===== config.mk =====
export PLATFORM = sky130hd
export DESIGN_NAME = rf_write_arbiter
export DESIGN_NICKNAME = d
export VERILOG_FILES = /design/src/rtl/rf_write_arbiter.sv
export SDC_FILE = /design/constraint.sdc
export NUM_CORES = 1
export LEC_CHECK = 0
export ABC_CLOCK_PERIOD_IN_PS = 2800
export CORE_MARGIN = 1
export CORE_UTILIZATION = 30
export DETAILED_ROUTE_END_ITERATION = 8
export PLACE_DENSITY = 0.66
export REMOVE_ABC_BUFFERS = 1
export SYNTH_ARGS = -nofsm -noshare
export SYNTH_HDL_FRONTEND = slang
export SYNTH_SLANG_ARGS = --single-unit

===== constraint.sdc =====
create_clock -name CLK -period 2.8 [get_ports CLK]
set_input_delay 0.84 -clock CLK [delete_from_list [all_inputs] [get_ports CLK]]
set_output_delay 0.84 -clock CLK [all_outputs]
set_load 0.05 [all_outputs]

===== src/rtl/rf_write_arbiter.sv =====
// rf_write_arbiter: two-requester register-file write-port arbiter.
// Requester A (pipeline writeback) and B (long-latency unit) compete for a
// single registered write port. Conflicts are resolved round-robin by a
// one-bit priority pointer; a lone requester is granted immediately.
// Writes to register 0 are accepted and consumed but never raise WEN.
// Optional build macro: RF_ARB_FIXED_PRIO_EN -- A always beats B on a conflict.
module rf_write_arbiter (
    input  logic        CLK,
    input  logic        nRST,
    input  logic        a_valid,
    output logic        a_ready,
    input  logic [4:0]  a_wsel,
    input  logic [31:0] a_wdat,
    input  logic        b_valid,
    output logic        b_ready,
    input  logic [4:0]  b_wsel,
    input  logic [31:0] b_wdat,
    input  logic        flush,
    output logic        WEN,
    output logic [4:0]  wsel,
    output logic [31:0] wdat,
    output logic        busy
);

    typedef enum logic {
        PRIO_A = 1'b0,
        PRIO_B = 1'b1
    } prio_e;

    prio_e       ptr_q, ptr_d;
    logic        wen_q, wen_d;
    logic [4:0]  wsel_q, wsel_d;
    logic [31:0] wdat_q, wdat_d;
    logic        a_wins;
    logic        grant_a;
    logic        grant_b;

    // Grant decision: depends only on valids, pointer, flush and reset.
    always_comb begin
`ifdef RF_ARB_FIXED_PRIO_EN
        a_wins  = 1'b1;
`else
        a_wins  = (ptr_q == PRIO_A);
`endif
        grant_a = nRST && !flush && a_valid && (!b_valid ||  a_wins);
        grant_b = nRST && !flush && b_valid && (!a_valid || !a_wins);
    end

    // Next-state for pointer and the registered write port.
    always_comb begin
        ptr_d  = ptr_q;
        wen_d  = 1'b0;
        wsel_d = wsel_q;
        wdat_d = wdat_q;
        if (grant_a) begin
            ptr_d  = PRIO_B;
            wen_d  = (a_wsel != 5'd0);
            wsel_d = a_wsel;
            wdat_d = a_wdat;
        end else if (grant_b) begin
            ptr_d  = PRIO_A;
            wen_d  = (b_wsel != 5'd0);
            wsel_d = b_wsel;
            wdat_d = b_wdat;
        end
    end

    // State registers; reset drops any staged write immediately.
    always_ff @(posedge CLK or negedge nRST) begin
        if (!nRST) begin
            ptr_q  <= PRIO_A;
            wen_q  <= 1'b0;
            wsel_q <= '0;
            wdat_q <= '0;
        end else begin
            ptr_q  <= ptr_d;
            wen_q  <= wen_d;
            wsel_q <= wsel_d;
            wdat_q <= wdat_d;
        end
    end

    // Output drive.
    always_comb begin
        a_ready = grant_a;
        b_ready = grant_b;
        WEN     = wen_q;
        wsel    = wsel_q;
        wdat    = wdat_q;
        busy    = wen_q | a_valid | b_valid;
    end

endmodule


**Word level (Yosys, flattened, before mapping)**

Index checks and enable logic that the tools add are counted.

- Flip-flop bits (word level): 39
- Input bits: 79

- Mux-type cells: 8
- Bitwise logic cells: 3
- Reduce and logical (&&, ||, !) cells: 13

Operator list:

| cell | number |
|---|---|
| $mux W32 | 2 |
| $mux W5 | 2 |
| $reduce_bool A5 Y1 | 2 |
| $logic_and A1 B1 Y1 | 5 |
| $mux W1 | 4 |
| $logic_not A1 Y1 | 3 |
| $logic_or A1 B1 Y1 | 2 |
| $or A1 B1 Y1 | 2 |
| $reduce_bool A2 Y1 | 1 |
| $not A1 Y1 | 1 |

**Longest topological paths before layout**

Gate-level depths: netlist (run 1).

- Depth after elaboration: 6
- Depth in mapped cells: 6
- Mapped depth without buffers: 3

**Worst setup path after synthesis (run 1)**

OpenSTA, ideal clock, no wires.

- Path kind: input port to output port
- Start: input port b_valid
- End: output port a_ready
- Arrival: 1.999 ns
- Required time: 1.960 ns
- Slack: -0.039 ns
- Stages on the path: 4
- Cells stage by stage: and2_1 clkbuf_2 buf_2 nor2_1

- Cells in the longest elaborated chain, start to end: 3

RTL lines:

| item | line | RTL |
|---|---|---|
| start: declaration | 14 | `input logic b_valid,` |
| $logic_not A1 Y1 | 45 | `grant_a = nRST && !flush && a_valid && (!b_valid \|\| a_wins);` |
| $logic_or A1 B1 Y1 | 45 |  |
| $logic_and A1 B1 Y1 | 45 |  |
| end: declaration | 11 | `output logic a_ready,` |

Every way passes these cells.

**Worst setup path in the final report (run 1)**

- Start: input port b_valid
- End: output port busy

- Cells in the longest elaborated chain, start to end: 1

RTL lines:

| item | line | RTL |
|---|---|---|
| $or A1 B1 Y1 | 90 | `busy = wen_q \| a_valid \| b_valid;` |
| end: declaration | 22 | `output logic busy` |

Every way passes these cells.

==> summary.txt, run 1 <==
STA
  – WHS: 0.443 ns
  – Worst clock skew: 0.00335 ns
  – Final max-slew violation count: 0
  – Tmin final: 2.66 ns
  – Final setup violation count: 0
  – Peak Freq: 0.376 GHz
  – Worst Tran Pin Value: 0.561 ns
  – Fin worst setup slack: 0.137 ns
  – Total negative slack: 0 ns
  – Relative slew slack: 62.6%
  – RSZ-0062 raised after global routing: no
  – Hold Fails Final Rpt: 0
  – Tcrit/Tclk final: 95.1%

Yosys
  – Post-synth top area share: 47.3%
  – Synth warn: 0
  – Top cells by instance count after synthesis: 39 x dfrtp_1, 36 x a21oi_1, 36 x a31oi_1, 36 x nand4_1, 36 x o21ai_0
  – Main synth FF type: dfrtp_1
  – Seq/Total Area, Yosys: 47.3%
  – Synth area leader: dfrtp_1
  – #FFs+latches synth: 39
  – FFs w/ async S/R, synth: 100%
  – Most common cell in the synthesized netlist: dfrtp_1
  – Mapped Area: 2060 um2
  – Number of distinct library cells after synthesis: 25
  – Post-synth EDFFs: 0
  – Syn avg cell area: 8.85 um2
  – Top cells by area, synth: dfrtp_1 47%, a31oi_1 11%, nand4_1 11%
  – Gate Count Post-Synth: 233

Hold path
  – Hold Crit Class: input port to async pin

Global route
  – Largest net degree at the start of global routing: 59
  – Vias in the first global route: 2,334
  – Grt peak-use layer: met2
  – All-Layer GR Usage: 19.8%
  – Met3 Usage GRT: 3.21%
  – First-pass GRT wire length: 11.4 mm
  – GRT met2 Usage: 31.6%
  – Initial antenna violation count: 0
  – Congestion Overflow GR: 0
  – Routing usage on met1: 27.2%

Worst setup path
  – Type of origin of the critical path: input port
  – CP endpoint kind: output port
  – Max FO, Critical Path: 3
  – Worst path required time: 1.96 ns
  – Worst Path Arrival: 1.82 ns
  – Crit path kind: input port to output port

Clock tree
  – Hold Buf Count CTS: 0
  – Clock buffer depth: 2
  – CTS tree: done
  – Clock latency on the worst-skew pair: 0.28 ns
  – Root buffer selected by CTS: clkbuf_8
  – Reg clk slew, reported paths: 0.07 ns
  – H-tree Lvls: 2
  – Total CTS buffers: 5
  – CTS sink cnt: 39

Floorplanning
  – Die area: 7210 um2
  – Initial Util: 31.7%
  – I/O pins: 120
  – Rows: 29
  – Die height: 84.9 um
  – Core footprint: 6490 um2
  – Die X: 84.9 um

Power and ir drop
  – Pleak: 1.27 nW
  – Max rail drop VDD: 0.000281 V
  – Total power: 0.00201 W
  – Power Density: 587 nW/um2

Finish
  – Antenna diodes: 0
  – Final Non-Filler Cells: 420
  – Layout cells sized above 1: 8.45%
  – Nets: 422
  – P&R area growth vs syn: 65.8%
  – Layout fillers: 604

Detailed routing
  – Via density: 5.74
  – Antenna Violating Nets Remaining: 0
  – Final WL: 7.33 mm
  – DRC: 8
  – Vias: 2,410
  – Iteration-0 DRC count of the detailed router: 201
  – WL/cell: 17.4 um
  – 1st-pass router iterations: 9

Place
  – Buffers added on ports: 119
  – Setup WS pre-CTS: 0.0352 ns
  – DP HPWL: 4.75 mm
  – Placer congestion estimate: 0.770
  – Placed Cells: 412

Status
  – Failing checks: DRC
  – Status: finished, violations left

Job
  – Max Cap Viol: 0
==> through the flow <==
step                      area (um2)  util, %
after CTS                       3410     52.5
after global placement          3320     51.1
after detailed placement        3320     51.1
final                           3420     52.6
after global routing            3420     52.6
after floorplan                 1910        -
==> path summary, 6_finish.rpt <==
| kind | slack, ns | from | cells past startpoint | to |
|---|---|---|---|---|
| worst max-delay path | 0.14 | b_valid | 3 | busy |
| worst min-delay path | 0.44 | nRST | 1 | wsel[4] |
| worst max register to register | 1.37 | ptr_q | 4 | wsel[0] |
| worst min register to register | 0.55 | ptr_q | 1 | ptr_q |
| max in group asynchronous | 1.67 | nRST | 2 | wdat[4] |
| min in group CLK | 0.55 | ptr_q | 1 | ptr_q |
==> final cells by class <==
type	count	area [um2]	area share [%]
repair buffers	134	1320	38.6
flip-flops and latches	39	976	28.5
multi-input cells	162	935	27.3
well taps	77	96.3	2.82
clock buffers	6	82.6	2.41
clock inverters	1	5.00	0.146
inverters	1	3.75	0.110
==> critical path, cell delays in order <==
cell	delay [ns]
clkdlybuf4s50_1	0.42
or3_1	0.37
buf_4	0.19
==> layout by cell type, fill, tap and decap left out <==
master,count
clkdlybuf4s50_1,113
dlymetal6s2s_1,2
clkinv_2,1
buf_4,16
nand2_1,1
or4_1,2
and2_4,1
inv_1,1
nand2b_1,1
nand4_1,36
nor2b_4,1
dfrtp_1,39
a21oi_1,36
or3_1,2
a21o_1,1
o21ai_0,36
nor2_1,3
buf_12,2
clkbuf_8,6
or2_1,1
o32ai_1,1
a31oi_1,36
nand3b_1,1
o221a_2,1
buf_2,1
nand3_1,1
and2_1,1
==> power by group <==
group,internal (W),switching (W),total (W)
registers,0.000658,0.0000573,0.000716
clock network,0.000193,0.000192,0.000385
logic,0.000339,0.000569,0.000908
total,0.00119,0.000818,0.00201
==> flip-flops by register name, indices dropped and copies added (netlist names) <==
register  count
wdat         32
wsel          5
WEN           1
ptr_q         1
==> per-layer routing <==
layer / part of all wire [%] / routed length (um)
met1: 44 / 3190
met2: 48 / 3490
met3: 7.4 / 539
met4: 1.4 / 103
met5: 0 / 0
==> cell families after synthesis <==
| kind of cell | synth area share [%] |
|---|---|
| compound gates | 29.7 |
| buf+inv | 7.71 |
| simple gates | 15.2 |
| flops | 47.3 |
==> what timing repair did <==
| action | 4_1_cts | 5_1_grt |
|---|---|---|
| gates resized for setup | 0 | 2 |
| buffers inserted | 0 | 1 |
| endpoints found under the setup margin | 0 | 2 |
Note: power is estimated with default switching activity, not from simulation.
==> run 2, diff against run 1 <==
--- a/config.mk
+++ b/config.mk
@@ -8,6 +8,7 @@
 export ABC_CLOCK_PERIOD_IN_PS = 2800
 export CORE_MARGIN = 1
 export CORE_UTILIZATION = 30
+export CTS_BUF_LIST = sky130_fd_sc_hd__clkbuf_16
 export DETAILED_ROUTE_END_ITERATION = 8
 export PLACE_DENSITY = 0.66
 export REMOVE_ABC_BUFFERS = 1
==> run 2 against run 1 <==
  * The run still ends with DRC left
  * Worst setup slack did not move
  * Design area is 1.4% higher
  * Clock power increased by 38%
  * Sequential cell count did not move
  * Sequential share of layout area down 0.38 points
  * Power increased by 7.4%
  * Non-clock buffer count did not move
  * Sequential power about the same
  * Hold slack improved by 0.010 ns
  * Critical endpoint unchanged
  * Largest cell class unchanged
  * Highest routed layer unchanged
==> summary.txt, run 2 (same netlist as run 1, synthesis figures left out) <==
Status
  – Status: finished, violations left
  – Failing checks: DRC

Worst setup path
  – Type of origin of the critical path: input port
  – CP Buf/Inv Count: 2 (unchanged)
  – Max stage delay cell, worst path: clkdlybuf4s50_1
  – R2R depth: 4 (unchanged)
  – Reg2reg start: ptr_q
  – Reg-to-reg setup timing slack: 1.36 ns (about the same)
  – Crit path kind: input port to output port
  – CP peak stage delay: 0.42 ns (about the same)
  – Cell Chain, Critical Path: clkdlybuf4s50_1 > or3_1 > buf_4
  – RR Endpoint: wsel[0]
  – Worst Path Arrival: 1.82 ns (about the same)
  – Crit path depth: 3 (unchanged)
  – Worst setup path start: b_valid
  – CP delay by family, top: buffers and inverters
  – CP endpoint kind: output port
  – Worst path required time: 1.96 ns (about the same)
  – Critical Path End: busy
  – Max FO, Critical Path: 3 (unchanged)

Finish
  – Layout fillers: 602 (-0.33%)
  – Layout cells sized above 1: 8.16% (-0.29 points)
  – P&R area growth vs syn: 68.1%
  – Commonest non-fill, non-tap cell in the layout: clkdlybuf4s50_1
  – Nets: 422 (unchanged)
  – Final Non-Filler Cells: 420 (unchanged)
  – Max FFs per register: 32 (unchanged)
  – FF/Latch Area: 976 um2 (unchanged)
  – Core Util, Final: 53.4% (+0.71 points)
  – Multi-input logic area: 935 um2 (unchanged)
  – Most frequent cells in the layout: 113 x clkdlybuf4s50_1, 39 x dfrtp_1
  – Antenna diodes: 0 (unchanged)

Place
  – Placer congestion estimate: 0.770 (unchanged)
  – DP HPWL: 4.75 mm (unchanged)
  – Placed Cells: 412 (unchanged)
  – Buffers added on ports: 119 (unchanged)

Clock tree
  – H-tree Lvls: 2 (unchanged)
  – CTS sink cnt: 39 (unchanged)
  – Reg clk slew, reported paths: 0.05 ns (-0.02 ns)
  – Clock latency on the worst-skew pair: 0.27 ns (about the same)
  – Root buffer selected by CTS: clkbuf_16
  – Total CTS buffers: 5 (unchanged)
  – Clock buffer depth: 2 (unchanged)
  – CTS tree: done

Power and ir drop
  – Pleak: 1.29 nW (+1.6%)
  – Power Density: 622 nW/um2 (+5.9%)
  – Max rail drop VDD: 0.000310 V (+10%)

Detailed routing
  – 1st-pass router iterations: 6 (-3)
  – DRC: 8 (unchanged)
  – WL/cell: 17.3 um (-0.74%)
  – Iteration-0 DRC count of the detailed router: 208 (+3.5%)
  – Via density: 5.79 (+0.91%)
  – Antenna Violating Nets Remaining: 0 (unchanged)
  – Final WL: 7.27 mm (-0.74%)
  – Vias: 2,432 (+0.91%)

STA
  – RSZ-0062 raised after global routing: no
  – Worst Tran Pin Value: 0.568 ns (+0.00691 ns)
  – Peak Freq: 0.376 GHz (unchanged)
  – Relative slew slack: 62.2% (-0.46 points)
  – Tmin final: 2.66 ns (unchanged)
  – Tcrit/Tclk final: 95.1% (unchanged)
  – Final setup violation count: 0 (unchanged)
  – Hold Fails Final Rpt: 0 (unchanged)
  – Final max-slew violation count: 0 (unchanged)
  – Worst clock skew: 0.00278 ns (-0.000571 ns)

Floorplanning
  – Die area: 7210 um2 (unchanged)
  – Core footprint: 6490 um2 (unchanged)
  – I/O pins: 120 (unchanged)
  – Die height: 84.9 um (unchanged)
  – Initial Util: 31.7% (unchanged)
  – Rows: 29 (unchanged)
  – Die X: 84.9 um (unchanged)

Hold path
  – Hold Crit Class: input port to async pin

Global route
  – Initial antenna violation count: 0 (unchanged)
  – Congestion Overflow GR: 0 (unchanged)
  – All-Layer GR Usage: 19.8% (+0.083 points)
  – Vias in the first global route: 2,325 (-0.39%)
  – First-pass GRT wire length: 11.5 mm (+0.30%)
  – Largest net degree at the start of global routing: 59 (unchanged)

Job
  – Max Cap Viol: 0 (unchanged)
==> run 2: power by group <==
part	internal (W)	total (W)	switching, W
registers	0.000659	0.000716	0.0000569
logic	0.000339	0.000909	0.000570
clock network	0.000320	0.000532	0.000212
==> run 2: per-stage QoR <==
| stage | setup TNS (ns) | power, W | hold WS (ns) | setup slack (ns) | instance area (um2) |
|---|---|---|---|---|---|
| 2_1_floorplan | -53.91 | 0.00122 | 0.477 | -2.16 | 1910 |
| 3_3_place_gp | 0 | 0.00163 | 0.507 | 0.0368 | 3320 |
| 3_5_place_dp | 0 | 0.00163 | 0.536 | 0.0352 | 3320 |
| 4_1_cts | 0 | 0.00217 | 0.453 | 0.0245 | 3450 |
| 5_1_grt | 0 | 0.00225 | 0.461 | 0.0896 | 3470 |
| 6_report | 0 | 0.00216 | 0.453 | 0.137 | 3470 |
==> run 2: worst min path at each step <==
stage                         from  slack [ns]       end
after floorplan              ptr_q        0.48     ptr_q
after global placement       ptr_q        0.51     ptr_q
after detailed placement  wdat[18]        0.54  wdat[18]
after CTS                     nRST        0.45   wsel[0]
after global routing          nRST        0.46     ptr_q
final                         nRST        0.45   wsel[4]
==> run 2: repair_timing <==
action,CTS,global route
buffers inserted,0,1
hold buffers,0,0
endpoints found under the setup margin,0,2
gates resized for setup,0,2
==> run 2: cell type report <==
| cell class | instances | area share (%) |
|---|---|---|
| repair buffers | 134 | 38.1 |
| flip-flops and latches | 39 | 28.2 |
| multi-input cells | 162 | 27.0 |
| clock buffers | 5 | 3.61 |
| well taps | 77 | 2.78 |
| clock inverters | 2 | 0.253 |
| inverters | 1 | 0.108 |
==> run 2: routing by layer <==
metal | global-route usage, % | vias to the layer above | wire length, um
li1 | - | 1120 | -
met1 | 27.3 | 1173 | 3220
met2 | 31.8 | 125 | 3450
met3 | 4.09 | 14 | 496
met4 | 5.55 | 0 | 109
met5 | 0 | - | 0
==> run 3, diff against run 2 <==
--- a/config.mk
+++ b/config.mk
@@ -6,11 +6,11 @@
 export NUM_CORES = 1
 export LEC_CHECK = 0
 export ABC_CLOCK_PERIOD_IN_PS = 2800
-export CORE_MARGIN = 1
-export CORE_UTILIZATION = 30
+export CORE_UTILIZATION = 41
 export CTS_BUF_LIST = sky130_fd_sc_hd__clkbuf_16
 export DETAILED_ROUTE_END_ITERATION = 8
-export PLACE_DENSITY = 0.66
+export PLACE_DENSITY = 0.86
+export RECOVER_POWER = 100
 export REMOVE_ABC_BUFFERS = 1
 export SYNTH_ARGS = -nofsm -noshare
 export SYNTH_HDL_FRONTEND = slang
==> run 3 against run 2 <==
  * Design area is 1.4% lower
  * Critical endpoint is now a_ready
  * Clock-buffer cell count unchanged
  * Non-clock buffer count down 3
  * Largest power group unchanged
  * The run now ends clean
  * Clock power down 3%
  * Final cell count shrank 3.3%
  * Utilization is 18 points higher
  * Sequential power is 0.8% lower
  * Sequential share of layout area is 0.41 points higher
  * Global-route usage is 7.0 points higher
  * Critical path depth increased by 1
==> summary.txt, run 3 (same netlist as run 1, synthesis figures left out) <==
Worst setup path
  – Crit path kind: input port to output port
  – Worst path required time: 1.96 ns (about the same)
  – CP endpoint kind: output port
  – Worst Path Arrival: 1.88 ns (+0.06 ns)
  – Type of origin of the critical path: input port
  – Max FO, Critical Path: 3 (unchanged)

Place
  – DP HPWL: 4.64 mm (-2.2%)
  – Placed Cells: 400 (-2.9%)
  – Dpl cell area: 3290 um2 (-0.83%)
  – Buffers added on ports: 119 (unchanged)
  – Placer congestion estimate: 0.758 (-1.5%)

Finish
  – Most frequent cells in the layout: 76 x clkdlybuf4s50_1, 39 x dfrtp_1, 38 x dlygate4sd3_1
  – Antenna diodes: 0 (unchanged)
  – Max FFs per register: 32 (unchanged)
  – Layout cells sized above 1: 7.08% (-1.1 points)
  – Fin area: 3420 um2 (-1.4%)
  – Commonest non-fill, non-tap cell in the layout: clkdlybuf4s50_1
  – Nets: 419 (-0.71%)
  – FF/Latch Area: 976 um2 (unchanged)
  – Layout fillers: 386 (-36%)
  – Final Non-Filler Cells: 406 (-3.3%)
  – P&R area growth vs syn: 65.7%
  – Multi-input logic area: 935 um2 (unchanged)

STA
  – WHS: 0.386 ns (-0.0672 ns)
  – RSZ-0062 raised after global routing: no
  – Tmin final: 2.72 ns (+0.0568 ns)
  – Total negative slack: 0 ns (unchanged)
  – Tcrit/Tclk final: 97.1% (+2.0 points)
  – Hold Fails Final Rpt: 0 (unchanged)
  – Final max-slew violation count: 0 (unchanged)
  – Final setup violation count: 0 (unchanged)
  – Worst Tran Pin Value: 0.898 ns (+0.330 ns)
  – Worst clock skew: 0.00136 ns (-0.00142 ns)
  – Relative slew slack: 40.2% (-22 points)
  – Peak Freq: 0.368 GHz (-2.1%)

Clock tree
  – CTS tree: done
  – Total CTS buffers: 5 (unchanged)
  – Clock buffer depth: 2 (unchanged)
  – Reg clk slew, reported paths: 0.05 ns (about the same)
  – H-tree Lvls: 2 (unchanged)
  – Hold Buf Count CTS: 0 (unchanged)
  – CTS sink cnt: 39 (unchanged)
  – Clock latency on the worst-skew pair: 0.27 ns (about the same)
  – Root buffer selected by CTS: clkbuf_16

Global route
  – Initial antenna violation count: 0 (unchanged)
  – All-Layer GR Usage: 26.9% (+7.0 points)
  – Congestion Overflow GR: 0 (unchanged)
  – First-pass GRT wire length: 10.9 mm (-4.6%)
  – Vias in the first global route: 2,311 (-0.60%)
  – Largest net degree at the start of global routing: 39 (-34%)

Detailed routing
  – Via density: 5.94 (+2.5%)
  – Iteration-0 DRC count of the detailed router: 225 (+8.2%)
  – Final WL: 7.03 mm (-3.4%)
  – Vias: 2,410 (-0.90%)
  – Antenna Violating Nets Remaining: 0 (unchanged)
  – 1st-pass router iterations: 4 (-2)
  – WL/cell: 17.3 um (about the same)
  – DRC: 0 (-8)

Power and ir drop
  – Logic pwr share: 41.5% (-0.6 points)
  – Switching Fraction: 39.0% (+0.086 points)
  – Clock Power Share: 24.6% (about the same)
  – Power Density: 613 nW/um2 (-1.5%)
  – Reg power frac: 33.9% (+0.7 points)
  – Max rail drop VDD: 0.000370 V (+19%)
  – Power Internal: 0.00128 W (-3.1%)
  – Pleak: 1.25 nW (-3.2%)
  – Psw: 0.000815 W (-2.7%)

Floorplanning
  – Die area: 5320 um2 (-26%)
  – Core footprint: 4790 um2 (-26%)
  – Die height: 72.9 um (-14%)
  – I/O pins: 120 (unchanged)
  – Rows: 25 (-14%)
  – Die X: 72.9 um (-14%)
  – Initial Util: 43.1% (+11 points)

Hold path
  – Hold Crit Class: input port to async pin

Job
  – Max Cap Viol: 0 (unchanged)

Status
  – Status: finished, final reports clean
## run 3: cell type report
cell class	instances	area share, %
clock buffers	5	3.66
flip-flops and latches	39	28.6
inverters	1	0.110
well taps	67	2.45
repair buffers	131	37.7
multi-input cells	162	27.4
clock inverters	1	0.110
## run 3: layer usage
metal / vias up / GRT usage, % / routed length, um
met5: - / 0 / 0
met3: 10 / 7.18 / 498
met2: 111 / 45.5 / 3670
met4: 0 / 8.28 / 89
met1: 1169 / 33.6 / 2770
li1: 1120 / - / -
## run 3: metrics by stage
stage               util, %  setup WS (ns)  power (W)
global placement       68.8         0.0425    0.00161
CTS                    71.5         0.0105    0.00214
floorplan                 -          -2.16    0.00122
finish                 71.4         0.0806    0.00209
global route           71.4         0.0186    0.00219
detailed placement     68.8        0.00871    0.00162
## run 3: final timing paths
| kind | from | to | slack, ns | cells after the start |
|---|---|---|---|---|
| setup / recovery | b_valid | a_ready | 0.08 | 4 |
| hold / removal | nRST | WEN | 0.39 | 1 |
| setup reg to reg | ptr_q | wsel[0] | 1.38 | 4 |
| hold reg to reg | ptr_q | ptr_q | 0.53 | 1 |
| max in group asynchronous | nRST | wsel[2] | 1.34 | 2 |
| min in group CLK | ptr_q | ptr_q | 0.53 | 1 |
## run 3: timing repair
action	4_1_cts	5_1_grt
setup endpoints to repair	0	1
buffers inserted	0	0
gates resized for setup	0	2
hold endpoints to repair	0	0
## run 3: power groups by stage
stage / Combinational (W) / Clock, W / Sequential [W]
6_report: 0.000868 / 0.000515 / 0.000710
5_1_grt: 0.000917 / 0.000554 / 0.000721
4_1_cts: 0.000905 / 0.000521 / 0.000714
3_5_place_dp: 0.000903 / 0 / 0.000721
3_3_place_gp: 0.000892 / 0 / 0.000719
2_1_floorplan: 0.000175 / 0 / 0.00104
## run 3: critical path, cell delays in order
cell	delay, ns
clkdlybuf4s50_1	0.45
and2_1	0.19
nor2_1	0.23
buf_12	0.17
